**src/rtl/alu_pkg.sv**
```systemverilog
// Shared constants for the ALU sharing arbiter: widths, opcodes, flag bit
// positions and the requester port identifier.
package alu_pkg;

  localparam int ALU_DW  = 16;
  localparam int ALU_OPW = 5;

  localparam logic [4:0] OP_NOP  = 5'b00001;
  localparam logic [4:0] OP_ADDI = 5'b01000;
  localparam logic [4:0] OP_SUB  = 5'b11011;

  // Bit positions inside the {Zero, Pos, Neg} flag vector.
  localparam int FLAG_ZERO = 2;
  localparam int FLAG_POS  = 1;
  localparam int FLAG_NEG  = 0;

  typedef enum logic {
    PORT0 = 1'b0,
    PORT1 = 1'b1
  } port_e;

endpackage

```
**src/rtl/rr_arb2.sv**
```systemverilog
// Two-way round-robin arbiter with a sticky grant lock. Holds the priority
// pointer and the lock owner.
module rr_arb2
  import alu_pkg::*;
(
  input  logic       clk,
  input  logic       rst_n,
  input  logic [1:0] valid,
  input  logic [1:0] elig,
  input  logic [1:0] lock,
  output logic [1:0] grant
);

  port_e ptr_q;
  port_e owner_q;
  logic  owned_q;
  port_e gnt_id;

  always_comb begin
    // NOTE: every output gets a default first so no path leaves it unassigned and infers a latch.
    grant = 2'b00;
    if (owned_q && elig[owner_q]) begin
      grant[owner_q] = 1'b1;
    end else if (elig == 2'b11) begin
      grant[ptr_q] = 1'b1;
    end else begin
      grant = elig;
    end
    gnt_id = grant[1] ? PORT1 : PORT0;
  end

  // NOTE: state registers use non-blocking assignments so all flops update from the same pre-edge values.
  always_ff @(posedge clk or negedge rst_n) begin
    if (!rst_n) begin
      ptr_q   <= PORT0;
      owner_q <= PORT0;
      owned_q <= 1'b0;
    end else begin
      if (grant[1]) begin
        ptr_q <= PORT0;
      end else if (grant[0]) begin
        ptr_q <= PORT1;
      end

      // An owner stalled behind its full buffer keeps the lock; only a dropped
      // request or a lock-free grant releases it.
      if (owned_q) begin
        if (!valid[owner_q] || (grant[owner_q] && !lock[owner_q])) begin
          owned_q <= 1'b0;
        end
      end else if ((|grant) && lock[gnt_id]) begin
        owned_q <= 1'b1;
        owner_q <= gnt_id;
      end
    end
  end

endmodule

```
**src/rtl/alu_share_arb.sv**
```systemverilog
// Shares one combinational ALU between the execute stage (port 0) and the
// address/branch-target unit (port 1), buffering one result per requester.
module alu_share_arb
  import alu_pkg::*;
#(
  parameter int DW  = alu_pkg::ALU_DW,
  parameter int OPW = alu_pkg::ALU_OPW
) (
  input  logic           clk,
  input  logic           rst_n,

  input  logic           req0_valid,
  output logic           req0_ready,
  input  logic           req0_lock,
  input  logic [OPW-1:0] req0_op,
  input  logic [1:0]     req0_lsb,
  input  logic [2:0]     req0_inv,
  input  logic [DW-1:0]  req0_a,
  input  logic [DW-1:0]  req0_b,

  input  logic           req1_valid,
  output logic           req1_ready,
  input  logic           req1_lock,
  input  logic [OPW-1:0] req1_op,
  input  logic [1:0]     req1_lsb,
  input  logic [2:0]     req1_inv,
  input  logic [DW-1:0]  req1_a,
  input  logic [DW-1:0]  req1_b,

  output logic           rsp0_valid,
  input  logic           rsp0_ready,
  output logic [DW-1:0]  rsp0_data,
  output logic [2:0]     rsp0_flags,

  output logic           rsp1_valid,
  input  logic           rsp1_ready,
  output logic [DW-1:0]  rsp1_data,
  output logic [2:0]     rsp1_flags,

  output logic [DW-1:0]  alu_a,
  output logic [DW-1:0]  alu_b,
  output logic [OPW-1:0] alu_op,
  output logic [1:0]     alu_lsb,
  output logic [2:0]     alu_inv,
  input  logic [DW-1:0]  alu_out,
  input  logic [2:0]     alu_flags,

  output logic           busy
);

  logic [1:0]    elig;
  logic [1:0]    grant;
  logic [1:0]    rsp_ready;
  logic [1:0]    rsp_valid_q;
  logic [DW-1:0] rsp_data_q  [2];
  logic [2:0]    rsp_flags_q [2];

  assign rsp_ready = {rsp1_ready, rsp0_ready};

  // A full buffer being drained this cycle counts as free, so no bubble.
  assign elig[0] = req0_valid & (~rsp_valid_q[0] | rsp0_ready);
  assign elig[1] = req1_valid & (~rsp_valid_q[1] | rsp1_ready);

  rr_arb2 u_arb (
    .clk   (clk),
    .rst_n (rst_n),
    .valid ({req1_valid, req0_valid}),
    .elig  (elig),
    .lock  ({req1_lock, req0_lock}),
    .grant (grant)
  );

  assign req0_ready = grant[0];
  assign req1_ready = grant[1];
  assign busy       = |grant;

  always_comb begin
    alu_a   = '0;
    alu_b   = '0;
    alu_op  = OPW'(OP_NOP);
    alu_lsb = '0;
    alu_inv = '0;
    if (grant[0]) begin
      alu_a   = req0_a;
      alu_b   = req0_b;
      alu_op  = req0_op;
      alu_lsb = req0_lsb;
      alu_inv = req0_inv;
    end else if (grant[1]) begin
      alu_a   = req1_a;
      alu_b   = req1_b;
      alu_op  = req1_op;
      alu_lsb = req1_lsb;
      alu_inv = req1_inv;
    end
  end

  // NOTE: the result buffers are plain registers, so data is reset along with valid; nothing stale is visible after reset.
  always_ff @(posedge clk or negedge rst_n) begin
    if (!rst_n) begin
      for (int i = 0; i < 2; i++) begin
        rsp_valid_q[i] <= 1'b0;
        rsp_data_q[i]  <= '0;
        rsp_flags_q[i] <= '0;
      end
    end else begin
      for (int i = 0; i < 2; i++) begin
        if (grant[i]) begin
          rsp_valid_q[i] <= 1'b1;
          rsp_data_q[i]  <= alu_out;
          rsp_flags_q[i] <= alu_flags;
        end else if (rsp_ready[i]) begin
          rsp_valid_q[i] <= 1'b0;
        end
      end
    end
  end

  assign rsp0_valid = rsp_valid_q[0];
  assign rsp0_data  = rsp_data_q[0];
  assign rsp0_flags = rsp_flags_q[0];
  assign rsp1_valid = rsp_valid_q[1];
  assign rsp1_data  = rsp_data_q[1];
  assign rsp1_flags = rsp_flags_q[1];

endmodule
```
**config.mk**
```make
export PLATFORM = sky130hd
export DESIGN_NAME = alu_share_arb
export DESIGN_NICKNAME = d
export VERILOG_FILES = /design/src/rtl/alu_pkg.sv /design/src/rtl/rr_arb2.sv /design/src/rtl/alu_share_arb.sv
export SDC_FILE = /design/constraint.sdc
export NUM_CORES = 1
export LEC_CHECK = 0
export ABC_AREA = 1
export ABC_CLOCK_PERIOD_IN_PS = 5000
export BUFFER_PORTS_ARGS = -buffer_cell sky130_fd_sc_hd__buf_2
export CAP_MARGIN = 0
export CORE_MARGIN = 10
export CORE_UTILIZATION = 40
export CTS_BUF_LIST = sky130_fd_sc_hd__clkbuf_4
export CTS_CLUSTER_DIAMETER = 60
export CTS_CLUSTER_SIZE = 20
export DETAILED_ROUTE_END_ITERATION = 8
export GPL_TIMING_DRIVEN = 0
export PLACE_DENSITY = 0.85
export SYNTH_ARGS = -nofsm -noshare
export SYNTH_HDL_FRONTEND = slang
export SYNTH_SLANG_ARGS = --single-unit
```
**constraint.sdc**
```tcl
create_clock -name clk -period 5 [get_ports clk]
set_clock_uncertainty 0.05 [all_clocks]
set_input_delay 1.5 -clock clk [delete_from_list [all_inputs] [get_ports clk]]
set_output_delay 1.5 -clock clk [all_outputs]
set_load 0.02 [all_outputs]
```
-- Word-level counts from Yosys, hierarchy flattened
Cells that the tools add are included.
- input port bits: 111
- logic and storage cells: 71
- bits in registers: 43
- output and inout port bits: 85
- eq/ne operators: 1
- reduce and logical (&&, ||, !) cells: 13
- magnitude comparators: 5
- mux-type cells: 36
- bitwise logic cells: 7
- operators by type and width (kind ; count):
    $mux W16 ; 4
    $mux W1 ; 22
    $mux W5 ; 2
    $mux W2 ; 4
    $lt A1 B2 Y1 const B ; 3
    $mux W3 ; 2
    $reduce_bool A2 Y1 ; 3
    $logic_and A1 B1 Y1 ; 5
    $not A1 Y1 ; 3
    $and A1 B1 Y1 ; 2
    $demux W1 S1 ; 2
    $eq A2 B2 Y1 const B ; 1
    $ge A1 B1 Y1 const B ; 2
    $logic_not A1 Y1 ; 2
    $or A1 B1 Y1 ; 2
    $reduce_and A2 Y1 ; 1
    $reduce_or A2 Y1 ; 1
    $logic_or A1 B1 Y1 ; 1

-- Longest topological paths before layout
- word-level depth: 13
- mapped depth: 11
- gate-level depth less buffers: 11

-- Modules after synthesis
A second synthesis with hierarchy kept.
- cell total of the unflattened synthesis: 353
- area, all modules: 2595.0 um^2
- modules (own cells, without submodules) (module ; cells each ; sequential area each (um^2) ; area an instance (um^2) ; times used):
    alu_share_arb ; 313 ; 1001.0 ; 2348.5 ; 1
    rr_arb2 ; 40 ; 75.1 ; 246.5 ; 1

-- Worst setup path before layout
OpenSTA, ideal clock, no wires.
- path kind: in2out
- from: input req0_valid
- to: output alu_op[0]
- slack: 0.870 ns
- stages on the path: 11
- path buffers: 1
- data arrival time: 2.580 ns
- cells stage by stage: inv_1 nor2_1 nand2_1 nand2_2 nand2_2 nand3_1 nand2_2 inv_2 buf_2 nor2_1 nor2_1
- longest elaborated chain between the ends: 7
- elaborated cells on any way between the ends: 9
- ends and longest elaborated chain (item ; line ; RTL):
    from (decl) ; alu_share_arb.sv:12 ; input logic req0_valid,
    $and A1 B1 Y1 * ; alu_share_arb.sv:61 ; assign elig[0] = req0_valid & (~rsp_valid_q[0] | rsp0_ready);
    $mux W1 (implied by the code) (2 in a row) ; rr_arb2.sv:22 ; if (owned_q && elig[owner_q]) begin
    $logic_and A1 B1 Y1 ; rr_arb2.sv:22 ;
    $mux W2 * ; rr_arb2.sv:22 ;
    $mux W5 ; alu_share_arb.sv:89 ; end else if (grant[1]) begin
    $mux W5 * ; alu_share_arb.sv:83 ; if (grant[0]) begin
    to (decl) ; alu_share_arb.sv:42 ; output logic [OPW-1:0] alu_op,
Mark *: on every way between the ends. The rest lies on a longest branch, timed or not. The select of a mux whose other input is x is not followed.

-- Worst setup path after layout
Ends and elaborated chain as after synthesis.

==> impl_metrics.ini <==
[outcome]
status = finished, final reports clean

[die]
fp.dieH_um = 94.2
initial_core_util = 0.423
fp.dieW_um = 94.2
rows = 26
dieArea_mm2 = 0.00887
pin_count = 196
coreArea_mm2 = 0.00520

[layout]
final_cell_mix = buf_2, nand2_1, dfrtp_1
syn2layout_area_growth_pct = 51.3
drive_above_1_share = 0.480
fillers = 510
nNetsFinal = 577
final_common_cell = buf_2

[power]
power.total_mw = 2.13
peakVddDrop_v = 0.000369
leakage_nw = 2.08
power_density_mw_per_mm2 = 639

[drt]
route.detailed.drc = 0
final_antenna_net_count = 0
first_pass_iters = 4
vias_per_cell = 4.83
wl_per_cell_um = 17.7
first_iter_violations = 98
vias = 2620
wirelength_mm = 9.59

[clock_tree]
clockBufferDepth = 2
clkSinkCount = 43
clk_pin_slew_ns = 0.11
cts_root_buf = clkbuf_4
cts-resized-gates = 0
cts_tree = built
hold_buffers = 0
cts_setup_buffers = 0
insertion_delay_ns = 0.34
h-tree-depth = 2
cts-buffers-inserted = 5

[setup_path]
critical_path_required_ns = 3.45
startpoint_type = primary input
cp-startpoint = req0_valid
arrival_ns = 2.90
critPathMaxFanout = 10
r2r_start = u_arb.owner_q$_DFFE_PN0P_
crit_path_end_kind = output pin
crit_type = primary input to output pin

[sta]
min_period_ns = 4.45
finalSetupTns_ns = 0
relSlewSlack = 0.370
rsz0062_at_grt = no
worstMarginPinSlew_ns = 0.946
fmax_mhz = 225
timing.final.crit_share = 0.889
hold_viol = 0
setup_viol = 0
slew_violations = 0

[placed_design]
io_buffers = 195
dp_hpwl_mm = 8.01
globalplace.congestion = 0.925

[global_routing]
antenna_found_initial = 5
grt-ovfl-total = 0
grt_pass1_vias = 2757
grt_pass1_wl_mm = 14.1
grt.total_usage = 0.200
grt_max_degree = 44

[yosys]
synthTopCellsByArea = dfrtp_1, nand2_1, a22o_1
syn-num-nets = 375
synth_top_area_share = 0.489
yosysTopAreaCell = dfrtp_1
synth_area_per_cell_um2 = 8.34
synth_cell_types = 15
synthCells = 264
ys_warn_count = 0
synth-seq-area-share = 0.489
synthesis.area_mm2 = 0.00220
ys_seq_elements = 43

[hold_path]
hold_class = register to register
min-delay-start = rsp0_data[11]$_DFFE_PN0P_

[run]
maxCapViolCount = 0
## synth_stat cells, drive strengths merged
master / number
inv: 15
buf: 16
a22o: 41
o21ai: 10
a21boi: 1
nand2: 121
nor2: 6
nand3: 9
a21oi: 2
dfrtp: 43
## registers in the layout, indices dropped and copies added (netlist names)
name,cells
rsp_valid_q,2
rsp0_data,16
u_arb.owned_q,1
rsp1_flags,3
rsp1_data,16
u_arb.ptr_q,1
rsp0_flags,3
u_arb.owner_q,1
## layout make-up
cell class,count,area (um^2),area share
Sequential cell,43,1080,0.323
Timing Repair Buffer,195,976,0.293
Multi-Input combinational cell,190,961,0.289
Buffer,16,108,0.0323
Tap cell,70,87.6,0.0263
Inverter,15,56.3,0.0169
Clock buffer,6,45.0,0.0135
Antenna cell,5,12.5,0.00376
Clock inverter,2,7.51,0.00225
## metrics by stage
step,worst slack [ns],utilization,instances,hold WS [ns],cell area (um^2)
finish,0.554,0.640,542,0.428,3330
global placement,0.595,0.627,529,0.400,3260
global route,0.370,0.639,541,0.453,3330
CTS,0.563,0.637,537,0.432,3320
detailed placement,0.568,0.627,529,0.405,3260
floorplan,0.870,-,264,0.471,2200
## power by group
group / switching [mW] / total [mW] / internal, mW / leakage (nW)
registers: 0.0930 / 0.608 / 0.515 / 0.528
clock network: 0.105 / 0.163 / 0.0577 / 0.0308
logic: 0.891 / 1.36 / 0.466 / 1.52
total: 1.09 / 2.13 / 1.04 / 2.08
## cell families (layout without fill, tap and decap cells)
kind of cell / Yosys count / in the layout / share of synthesized area
AO/OA/AOI/OAI: 54 / 54 / 0.194
buffers and inverters: 31 / 234 / 0.0745
flip-flops: 43 / 43 / 0.489
other: 0 / 5 / 0
AND/OR/NAND/NOR: 136 / 136 / 0.243
## path summary, 6_finish.rpt
kind | end | slack, ns | cells after the start
max | alu_op[0] | 0.55 | 13
min | rsp0_data[11]$_DFFE_PN0P_ | 0.43 | 2
max reg2reg | u_arb.ptr_q$_DFFE_PN0P_ | 3.25 | 9
min reg2reg | rsp0_data[11]$_DFFE_PN0P_ | 0.43 | 2
max in group asynchronous | rsp0_data[11]$_DFFE_PN0P_ | 3.07 | 1
min in group asynchronous | rsp0_data[5]$_DFFE_PN0P_ | 1.24 | 1
## layer usage
layer,vias up,GRT usage,part of all wire
li1,1281,-,-
met1,1186,0.199,0.35
met2,134,0.360,0.52
met3,17,0.0855,0.11
met4,2,0.0734,0.023
met5,-,0,0.0019
## worst max-delay path, stage by stage
cell,delay [ns]
buf_2,0.09
inv_1,0.05
nor2_1,0.14
nand2_1,0.09
nand2_2,0.08
nand2_2,0.07
nand3_1,0.10
nand2_2,0.10
inv_2,0.13
buf_2,0.24
nor2_1,0.06
nor2_1,0.08
buf_2,0.17
Power figures use the tool's default switching activity.
